==> config.mk <==
export PLATFORM = sky130hd
export DESIGN_NAME = stopwatch_ctrl_flat
export DESIGN_NICKNAME = d
export VERILOG_FILES = /design/src/rtl/stopwatch_ctrl_if.sv /design/src/rtl/stopwatch_ctrl.sv /design/src/flat_wrapper.sv
export SDC_FILE = /design/constraint.sdc
export NUM_CORES = 1
export LEC_CHECK = 0
export CAP_MARGIN = 20
export CORE_MARGIN = 4
export CORE_UTILIZATION = 50
export CTS_BUF_LIST = sky130_fd_sc_hd__clkbuf_16
export CTS_CLUSTER_DIAMETER = 40
export DETAILED_ROUTE_END_ITERATION = 8
export PLACE_DENSITY = 0.77
export SLEW_MARGIN = 20
export SYNTH_ARGS = -nofsm -noshare
export SYNTH_HDL_FRONTEND = slang
export SYNTH_SLANG_ARGS = --single-unit
==> constraint.sdc <==
create_clock -name clk -period 4.6 [get_ports clk]
set_clock_uncertainty 0.2 [all_clocks]
set_input_delay 0.92 -clock clk [delete_from_list [all_inputs] [get_ports clk]]
set_output_delay 0.92 -clock clk [all_outputs]
set_load 0.005 [all_outputs]
==> src/rtl/stopwatch_ctrl_if.sv <==
// ============================================================================
// Module      : stopwatch_ctrl_if
// Description : Button events, live time and control/display outputs of the
//               stopwatch sequencer.
// Revision    : 1.0 - initial release
// ============================================================================
`default_nettype none

interface stopwatch_ctrl_if;
    logic        ss_pulse;
    logic        lap_pulse;
    logic        clr_pulse;
    logic [11:0] time_in;
    logic        count_en;
    logic        count_clr;
    logic [11:0] disp_time;
    logic        disp_frozen;
    logic [1:0]  state;
    logic [3:0]  lap_count;

    modport master (
        output ss_pulse, lap_pulse, clr_pulse, time_in,
        input  count_en, count_clr, disp_time, disp_frozen, state, lap_count
    );

    modport slave (
        input  ss_pulse, lap_pulse, clr_pulse, time_in,
        output count_en, count_clr, disp_time, disp_frozen, state, lap_count
    );
endinterface

`default_nettype wire

==> src/rtl/stopwatch_ctrl.sv <==
// ============================================================================
// Module      : stopwatch_ctrl
// Description : Run/pause/split/clear sequencer with tick prescaler.
//               Optional split auto-release: STOPWATCH_SPLIT_AUTORELEASE_EN.
// Revision    : 1.0 - initial release
// ============================================================================
`default_nettype none

module stopwatch_ctrl #(
    parameter int TICK_DIV   = 100_000_000,
    parameter int TICK_W     = 27,
    parameter int HOLD_TICKS = 5
) (
    input  logic            clk,
    input  logic            reset,
    stopwatch_ctrl_if.slave bus
);

    typedef enum logic [1:0] {
        ST_IDLE  = 2'b00,
        ST_RUN   = 2'b01,
        ST_PAUSE = 2'b10,
        ST_SPLIT = 2'b11
    } state_t;

    localparam logic [TICK_W-1:0] TICK_MAX = TICK_W'(TICK_DIV - 1);

    state_t            state_q,     state_d;
    logic [TICK_W-1:0] presc_q,     presc_d;
    logic [11:0]       lap_reg_q,   lap_reg_d;
    logic [3:0]        lap_count_q, lap_count_d;
    logic              count_en_q,  count_en_d;
    logic              count_clr_q, count_clr_d;
    logic              running;
    logic              wrap;

`ifdef STOPWATCH_SPLIT_AUTORELEASE_EN
    localparam int HOLD_W = (HOLD_TICKS > 1) ? $clog2(HOLD_TICKS) : 1;
    localparam logic [HOLD_W-1:0] HOLD_LAST = HOLD_W'(HOLD_TICKS - 1);
    logic [HOLD_W-1:0] hold_q, hold_d;
`else
    // HOLD_TICKS only has meaning when auto-release is built in.
    logic [31:0] unused_hold;
    assign unused_hold = HOLD_TICKS;
`endif

    assign running = (state_q == ST_RUN) || (state_q == ST_SPLIT);
    assign wrap    = running && (presc_q == TICK_MAX);

    always_comb begin
        state_d     = state_q;
        presc_d     = presc_q;
        lap_reg_d   = lap_reg_q;
        lap_count_d = lap_count_q;
        count_en_d  = 1'b0;
        count_clr_d = 1'b0;
`ifdef STOPWATCH_SPLIT_AUTORELEASE_EN
        hold_d      = hold_q;
`endif
        if (running) begin
            presc_d = wrap ? '0 : presc_q + TICK_W'(1);
        end

        if (bus.clr_pulse) begin
            // Clear wins over everything, including a coincident tick.
            state_d     = ST_IDLE;
            presc_d     = '0;
            lap_reg_d   = '0;
            lap_count_d = '0;
            count_clr_d = 1'b1;
`ifdef STOPWATCH_SPLIT_AUTORELEASE_EN
            hold_d      = '0;
`endif
        end else begin
            count_en_d = wrap;
            if (bus.ss_pulse) begin
                case (state_q)
                    ST_IDLE:  state_d = ST_RUN;
                    ST_RUN:   state_d = ST_PAUSE;
                    ST_PAUSE: state_d = ST_RUN;
                    ST_SPLIT: state_d = ST_PAUSE;
                    default:  state_d = ST_IDLE;
                endcase
            end else if (bus.lap_pulse) begin
                if (state_q == ST_RUN) begin
                    state_d   = ST_SPLIT;
                    lap_reg_d = bus.time_in;
                    if (lap_count_q != 4'hF) begin
                        lap_count_d = lap_count_q + 4'd1;
                    end
`ifdef STOPWATCH_SPLIT_AUTORELEASE_EN
                    hold_d = '0;
`endif
                end else if (state_q == ST_SPLIT) begin
                    state_d = ST_RUN;
                end
            end
`ifdef STOPWATCH_SPLIT_AUTORELEASE_EN
            else if ((state_q == ST_SPLIT) && count_en_q) begin
                if (hold_q == HOLD_LAST) begin
                    state_d = ST_RUN;
                    hold_d  = '0;
                end else begin
                    hold_d = hold_q + HOLD_W'(1);
                end
            end
`endif
        end
    end

    always_ff @(posedge clk or posedge reset) begin
        if (reset) begin
            state_q     <= ST_IDLE;
            presc_q     <= '0;
            lap_reg_q   <= '0;
            lap_count_q <= '0;
            count_en_q  <= 1'b0;
            count_clr_q <= 1'b0;
`ifdef STOPWATCH_SPLIT_AUTORELEASE_EN
            hold_q      <= '0;
`endif
        end else begin
            state_q     <= state_d;
            presc_q     <= presc_d;
            lap_reg_q   <= lap_reg_d;
            lap_count_q <= lap_count_d;
            count_en_q  <= count_en_d;
            count_clr_q <= count_clr_d;
`ifdef STOPWATCH_SPLIT_AUTORELEASE_EN
            hold_q      <= hold_d;
`endif
        end
    end

    assign bus.state       = state_q;
    assign bus.count_en    = count_en_q;
    assign bus.count_clr   = count_clr_q;
    assign bus.lap_count   = lap_count_q;
    assign bus.disp_frozen = (state_q == ST_SPLIT);
    assign bus.disp_time   = (state_q == ST_SPLIT) ? lap_reg_q : bus.time_in;

endmodule

`default_nettype wire
==> src/flat_wrapper.sv <==
// flat-port wrapper written by rule: the top's interface ports become plain ports
module stopwatch_ctrl_flat 
#(
    parameter int TICK_DIV   = 100_000_000,
    parameter int TICK_W     = 27,
    parameter int HOLD_TICKS = 5
)
  (clk, reset, bus_ss_pulse, bus_lap_pulse, bus_clr_pulse, bus_time_in, bus_count_en, bus_count_clr, bus_disp_time, bus_disp_frozen, bus_state, bus_lap_count);
  stopwatch_ctrl_if bus_i ();
  input  logic clk;
  input  logic reset;
  input wire logic [$bits(bus_i.ss_pulse)-1:0] bus_ss_pulse;
  input wire logic [$bits(bus_i.lap_pulse)-1:0] bus_lap_pulse;
  input wire logic [$bits(bus_i.clr_pulse)-1:0] bus_clr_pulse;
  input wire logic [$bits(bus_i.time_in)-1:0] bus_time_in;
  output wire logic [$bits(bus_i.count_en)-1:0] bus_count_en;
  output wire logic [$bits(bus_i.count_clr)-1:0] bus_count_clr;
  output wire logic [$bits(bus_i.disp_time)-1:0] bus_disp_time;
  output wire logic [$bits(bus_i.disp_frozen)-1:0] bus_disp_frozen;
  output wire logic [$bits(bus_i.state)-1:0] bus_state;
  output wire logic [$bits(bus_i.lap_count)-1:0] bus_lap_count;
  assign bus_i.ss_pulse = bus_ss_pulse;
  assign bus_i.lap_pulse = bus_lap_pulse;
  assign bus_i.clr_pulse = bus_clr_pulse;
  assign bus_i.time_in = bus_time_in;
  assign bus_count_en = bus_i.count_en;
  assign bus_count_clr = bus_i.count_clr;
  assign bus_disp_time = bus_i.disp_time;
  assign bus_disp_frozen = bus_i.disp_frozen;
  assign bus_state = bus_i.state;
  assign bus_lap_count = bus_i.lap_count;
  stopwatch_ctrl #(.TICK_DIV(TICK_DIV), .TICK_W(TICK_W), .HOLD_TICKS(HOLD_TICKS)) u_core (.clk(clk), .reset(reset), .bus(bus_i));
endmodule
## Word level (Yosys, flattened, before mapping)

Cells that the tools add are included.

| word-level totals | value |
|---|---|
| register bits after elaboration | 47 |
| output and inout bits | 21 |
| input bits | 17 |

| operators by class | value |
|---|---|
| reductions and logical operators | 14 |
| eq/ne operators | 6 |
| multiplexer cells | 21 |
| $add $sub $neg | 2 |

Operator list:

| operator | number |
|---|---|
| $mux 27 | 3 |
| $mux 12 | 5 |
| $add 27x1->27 const B | 1 |
| $eq 27x27->1 const B | 1 |
| $mux 4 | 5 |
| $mux 2 | 5 |
| $reduce_bool 2->1 | 4 |
| $add 4x1->4 const B | 1 |
| $eq 2x2->1 const B | 2 |
| $ne 4x4->1 const B | 1 |
| $pmux 2 s2 | 1 |
| $reduce_and 4->1 | 1 |
| $reduce_bool 4->1 | 1 |
| $reduce_or 2->1 | 2 |
| $reduce_and 3->1 | 1 |
| $reduce_bool 3->1 | 1 |
| $eq 2x1->1 const B | 1 |
| $logic_not 2->1 | 1 |
| $mux 1 | 2 |
| $ne 2x1->1 const B | 1 |
| $reduce_and 2->1 | 1 |
| $logic_and 1x1->1 | 1 |
| $logic_or 1x1->1 | 1 |

## Depth between registers and ports, before layout

| logic depth | value |
|---|---|
| depth after elaboration | 6 |
| depth in mapped cells | 6 |

## Worst setup path after synthesis

Ideal clock, no wire load.

| timing | value |
|---|---|
| path kind | input -> register |
| from | input bus_clr_pulse |
| to | register u_core.presc_q[24] |
| arrival | 2246 ps |
| stages | 6 |
| buffers on the path | 2 |
| library setup time | 73 ps |
| setup slack | 2080 ps |
| cells stage by stage | buf_2 -> o2111ai_4 -> or2_1 -> buf_6 -> or4_4 -> a21oi_2 |

| on the way | value |
|---|---|
| longest elaborated chain between the ends | 1 |
| elaborated cells on any way between the ends | 2 |

Ends and longest elaborated chain:

| element | RTL line | RTL |
|---|---|---|
| start, declared | flat_wrapper.sv:14 | `input wire logic [$bits(bus_i.clr_pulse)-1:0] bus_clr_pulse;` |
| $mux 27 or $reduce_bool 2->1 (tied branches) | -- |  |
| end signal, assigned | stopwatch_ctrl.sv:124 | `presc_q <= presc_d;` |
| end, declared | stopwatch_ctrl.sv:29 | `logic [TICK_W-1:0] presc_q, presc_d;` |

Parallel ways exist; a longest one is shown, timed or not.
A chain may end at the register's enable or synchronous reset.

## Final worst setup path

| timing | value |
|---|---|
| from | register u_core.state_q[0], in the netlist u_core.bus.state[0] |
| to | output bus_disp_time[2] |

| on the way | value |
|---|---|
| longest elaborated chain between the ends | 2 |

Ends and longest elaborated chain:

| element | RTL line | RTL |
|---|---|---|
| start, declared | stopwatch_ctrl.sv:28 | `state_t state_q, state_d;` |
| start signal, assigned | stopwatch_ctrl.sv:123 | `state_q <= state_d;` |
| $eq 2x2->1 | stopwatch_ctrl.sv:140 | `assign bus.disp_time = (state_q == ST_SPLIT) ? lap_reg_q : bus.time_in;` |
| $mux 12 | stopwatch_ctrl.sv:140 |  |
| end, declared | flat_wrapper.sv:18 | `output wire logic [$bits(bus_i.disp_time)-1:0] bus_disp_time;` |

No other way between the ends.

==> impl_summary.txt <==
----------------------------------------------------
[Worst hold path]
  Worst min path class ... reg2reg
  Hold path depth ... 2
  Hold Crit Start ... u_core.lap_reg_q[11]
  End point of the worst hold path ... u_core.lap_reg_q[11]

[Final layout]
  Share of cells above drive strength 1 ... 10.8%
  Fin area ... 3200 um2
  N_diodes ... 0
  Number of nets in the layout ... 332
  Post-route non-filler standard cell count ... 384
  Syn-to-layout area delta ... 19.9%

[Die]
  Die footprint ... 6580 um2
  Core Area ... 5140 um2
  Rows ... 26
  Effective utilization at floorplan ... 52.0%
  Vertical extent of the die ... 81.1 um
  Number of ports placed on the die boundary ... 38
  Chip Width ... 81.1 um

[Clock network]
  H-tree levels ... 2
  # resized after CTS ... 0
  CTS root buffer ... clkbuf_16
  TritonCTS clock tree ... built
  Skew-Pair Late Insertion Delay ... 0.28 ns
  # clock sinks ... 47
  Setup Fix Bufs, Post-CTS ... 0
  Number of buffers inserted for hold repair after clock tree synthesis ... 0
  TritonCTS buffer count ... 5
  Clock transition at path regs ... 0.06 ns
  Maximum clock insertion buffer count ... 2

[Synth]
  Ys flop type ... dfrtp_1
  Number of enable flip-flop cells after synthesis ... 0
  Mapped Avg Cell Area ... 9.44 um2
  Share of synthesized cell area in and, or, nand and nor gates ... 28.4%
  Adder-cell share of the synthesized area ... 0.936%
  Post-synthesis net count ... 302
  Mapped Area ... 2670 um2
  Share of the yosys chip area belonging to registers ... 44.0%
  Number of synthesis warnings ... 0
  Unique cell type count in the Yosys netlist ... 51
  Synth Area in Compound Gates ... 13.3%
  Gate Count Post-Synth ... 283
  Share of the synthesized netlist area taken by xor and xnor gates ... 4.59%
  Largest family of logic cells by synthesized area ... simple AND/OR/NAND/NOR gates
  Multiplexer fraction of the synthesized cell area ... 5.48%
  Fraction of registers with async set/reset ... 100%
  Flop and latch count out of synthesis ... 47

[Placement]
  Estimated wirelength of the detail-placed design ... 4280 um
  Cell total after placement ... 376
  I/O Buffers ... 37
  Final estimated routing congestion in global placement ... 0.917
  Worst slack at placement ... 1.41 ns
  Post-place instance area ... 3070 um2

[STA]
  Final-report setup violation count ... 0
  Pins Over Slew Limit ... 0
  Tightest Pin Transition ... 0.812 ns
  Top achievable clock speed ... 0.305 GHz
  Max_slew headroom ... 45.8%
  Crit path time final ... 3.28 ns
  Unrepaired setup endpoints after global routing ... no
  Setup TNS ... 0 ns
  Setup ws final ... 1.32 ns
  Post-route clock period utilization ... 71.3%
  Number of endpoints with negative hold slack in the final report ... 0

[Global routing]
  Maximum number of pins on one net before global-route repair ... 48
  Wire length of the first global-routing pass ... 10000 um
  Vias in the first global route ... 2178
  Global route total overflow ... 0
  Global router's overall resource usage ... 19.3%
  Antenna violations before repair ... 0

[Route]
  Antenna viol nets, final ... 0
  DRT Pass-1 Iters ... 4
  Via density per instance ... 5.77
  Remaining routing DRC violations ... 0
  Number of vias after detailed routing ... 2214
  Detailed-route wire length ... 6000 um
  DRT iter0 DRCs ... 149
  WL/cell ... 15.6 um

[Power and ir drop]
  PD cells ... 266 nW/um2
  Leakage power ... 0.00127 uW
  Design Power ... 854 uW
  Maximum ir drop on the vdd rail ... 0.000166 V

[Critical path]
  Reg-to-reg endpoint ... u_core.presc_q[22]
  Kind of start point of the critical path ... flip-flop
  WS Path Type ... reg2out
  FF-to-FF setup slack ... 2.29 ns
  CP Data Required Time ... 3.48 ns
  Reg2Reg Launch Point ... u_core.bus.state[0]
  Element type at the critical path end ... output pin
  Worst Path Max Fanout ... 27
  Arrival time of data at the critical path endpoint ... 2.16 ns
  Cells along the critical path ... buf_4 > nand2_1 > mux2_2 > clkdlybuf4s50_1
  Depth of the worst register-to-register path ... 5
  Cell at the slowest stage of the critical path ... clkdlybuf4s50_1
  Slowest stage delay, CP ... 0.47 ns

[Job]
  MaxCap Viol Count ... 0

[Status]
  Result of the run ... complete, no violations

----------------------------------------------------
[flip-flops by register name, indices dropped and copies added, names as in the netlist]
| name | count |
|---|---|
| u_core.bus.state | 2 |
| u_core.lap_reg_q | 12 |
| u_core.bus.count_en | 1 |
| u_core.bus.count_clr | 1 |
| u_core.bus.lap_count | 4 |
| u_core.presc_q | 27 |
[where the power goes]
| group | switching (uW) | leakage [uW] | internal, uW |
|---|---|---|---|
| combinational | 44.3 | 0.000543 | 45.7 |
| clock | 143 | 0.0000762 | 196 |
| sequential | 4.99 | 0.000651 | 420 |
| total | 192 | 0.00127 | 662 |
[final cells by class]
class / instances / area (um2)
Timing Repair Buffer: 39 / 385
Multi-Input combinational cell: 218 / 1410
Sequential cell: 47 / 1180
Inverter: 2 / 8.76
Clock buffer: 5 / 125
Fill cell: 449 / 1940
Tap cell: 70 / 87.6
Clock inverter: 3 / 12.5
[how the worst max path moves through the flow]
| stage | start | end | cells after the start |
|---|---|---|---|
| floorplan | bus_clr_pulse | u_core.presc_q[24] | 6 |
| global placement | bus_time_in[0] | bus_disp_time[0] | 3 |
| detailed placement | bus_time_in[2] | bus_disp_time[2] | 3 |
| CTS | u_core.bus.state[0] | bus_disp_time[2] | 4 |
| global route | u_core.bus.state[0] | bus_disp_time[11] | 4 |
| finish | u_core.bus.state[0] | bus_disp_time[2] | 4 |
[critical path: cells and delay by family, from the launching register on]
family        cells  cell delay (ns)
simple gates      1             0.43
buf+inv           2             0.69
mux               1             0.39
flops             1             0.36
[layout by cell type, fill, tap and decap left out, drive strengths merged, types with 5 or more instances in the layout]
cell type / synthesis / final
and4: 6 / 6
a21oi: 25 / 25
nand2: 42 / 42
nor2: 20 / 20
mux2: 13 / 13
xnor2: 5 / 5
xor2: 9 / 9
nand2b: 7 / 7
clkdlybuf4s50: 0 / 37
or4: 7 / 7
o21ai: 10 / 10
dfrtp: 47 / 47
nand3: 12 / 12
or3: 5 / 5
o211ai: 5 / 5
nor2b: 6 / 6
clkbuf: 7 / 5
nand4: 13 / 13
[per-layer routing]
layer  GRT usage (%)  vias up  wire [um]
met4            7.43        0         80
met2            32.3       46       2970
met3            2.99        8        187
met5               0        -          0
li1                -     1084          -
met1            25.1     1076       2760
[through the flow]
step | utilization (%) | hold WS (ns)
5_1_grt | 62.3 | 0.348
3_3_place_gp | 59.6 | 0.308
6_report | 62.3 | 0.324
2_1_floorplan | - | 0.298
4_1_cts | 62.3 | 0.325
3_5_place_dp | 59.6 | 0.316
[cells in the mapped netlist (4+ instances only)]
master / n / area (um2)
dfrtp_1: 47 / 1180
nand2_1: 42 / 158
a21oi_1: 22 / 110
nor2_1: 20 / 75.1
mux2_2: 12 / 135
nand3_1: 12 / 60.1
nand4_1: 11 / 68.8
xor2_1: 9 / 78.8
clkbuf_1: 7 / 26.3
nand2b_1: 7 / 43.8
and4_1: 6 / 52.6
nor2b_1: 6 / 37.5
o211ai_1: 5 / 37.5
o21ai_0: 5 / 25.0
o21ai_1: 5 / 25.0
or3_1: 5 / 31.3
or4_1: 5 / 37.5
xnor2_1: 5 / 43.8
buf_2: 4 / 20.0
[cells by family (layout without fill, tap and decap cells)]
kind of cell,Yosys count,after routing
flip-flops,47,47
XOR/XNOR,14,14
buffers and inverters,18,49
adder cells (fa/ha/maj),2,2
multiplexers,13,13
AO/OA/AOI/OAI,52,52
AND/OR/NAND/NOR,137,137
No activity file was read; power rests on OpenSTA's default activity.
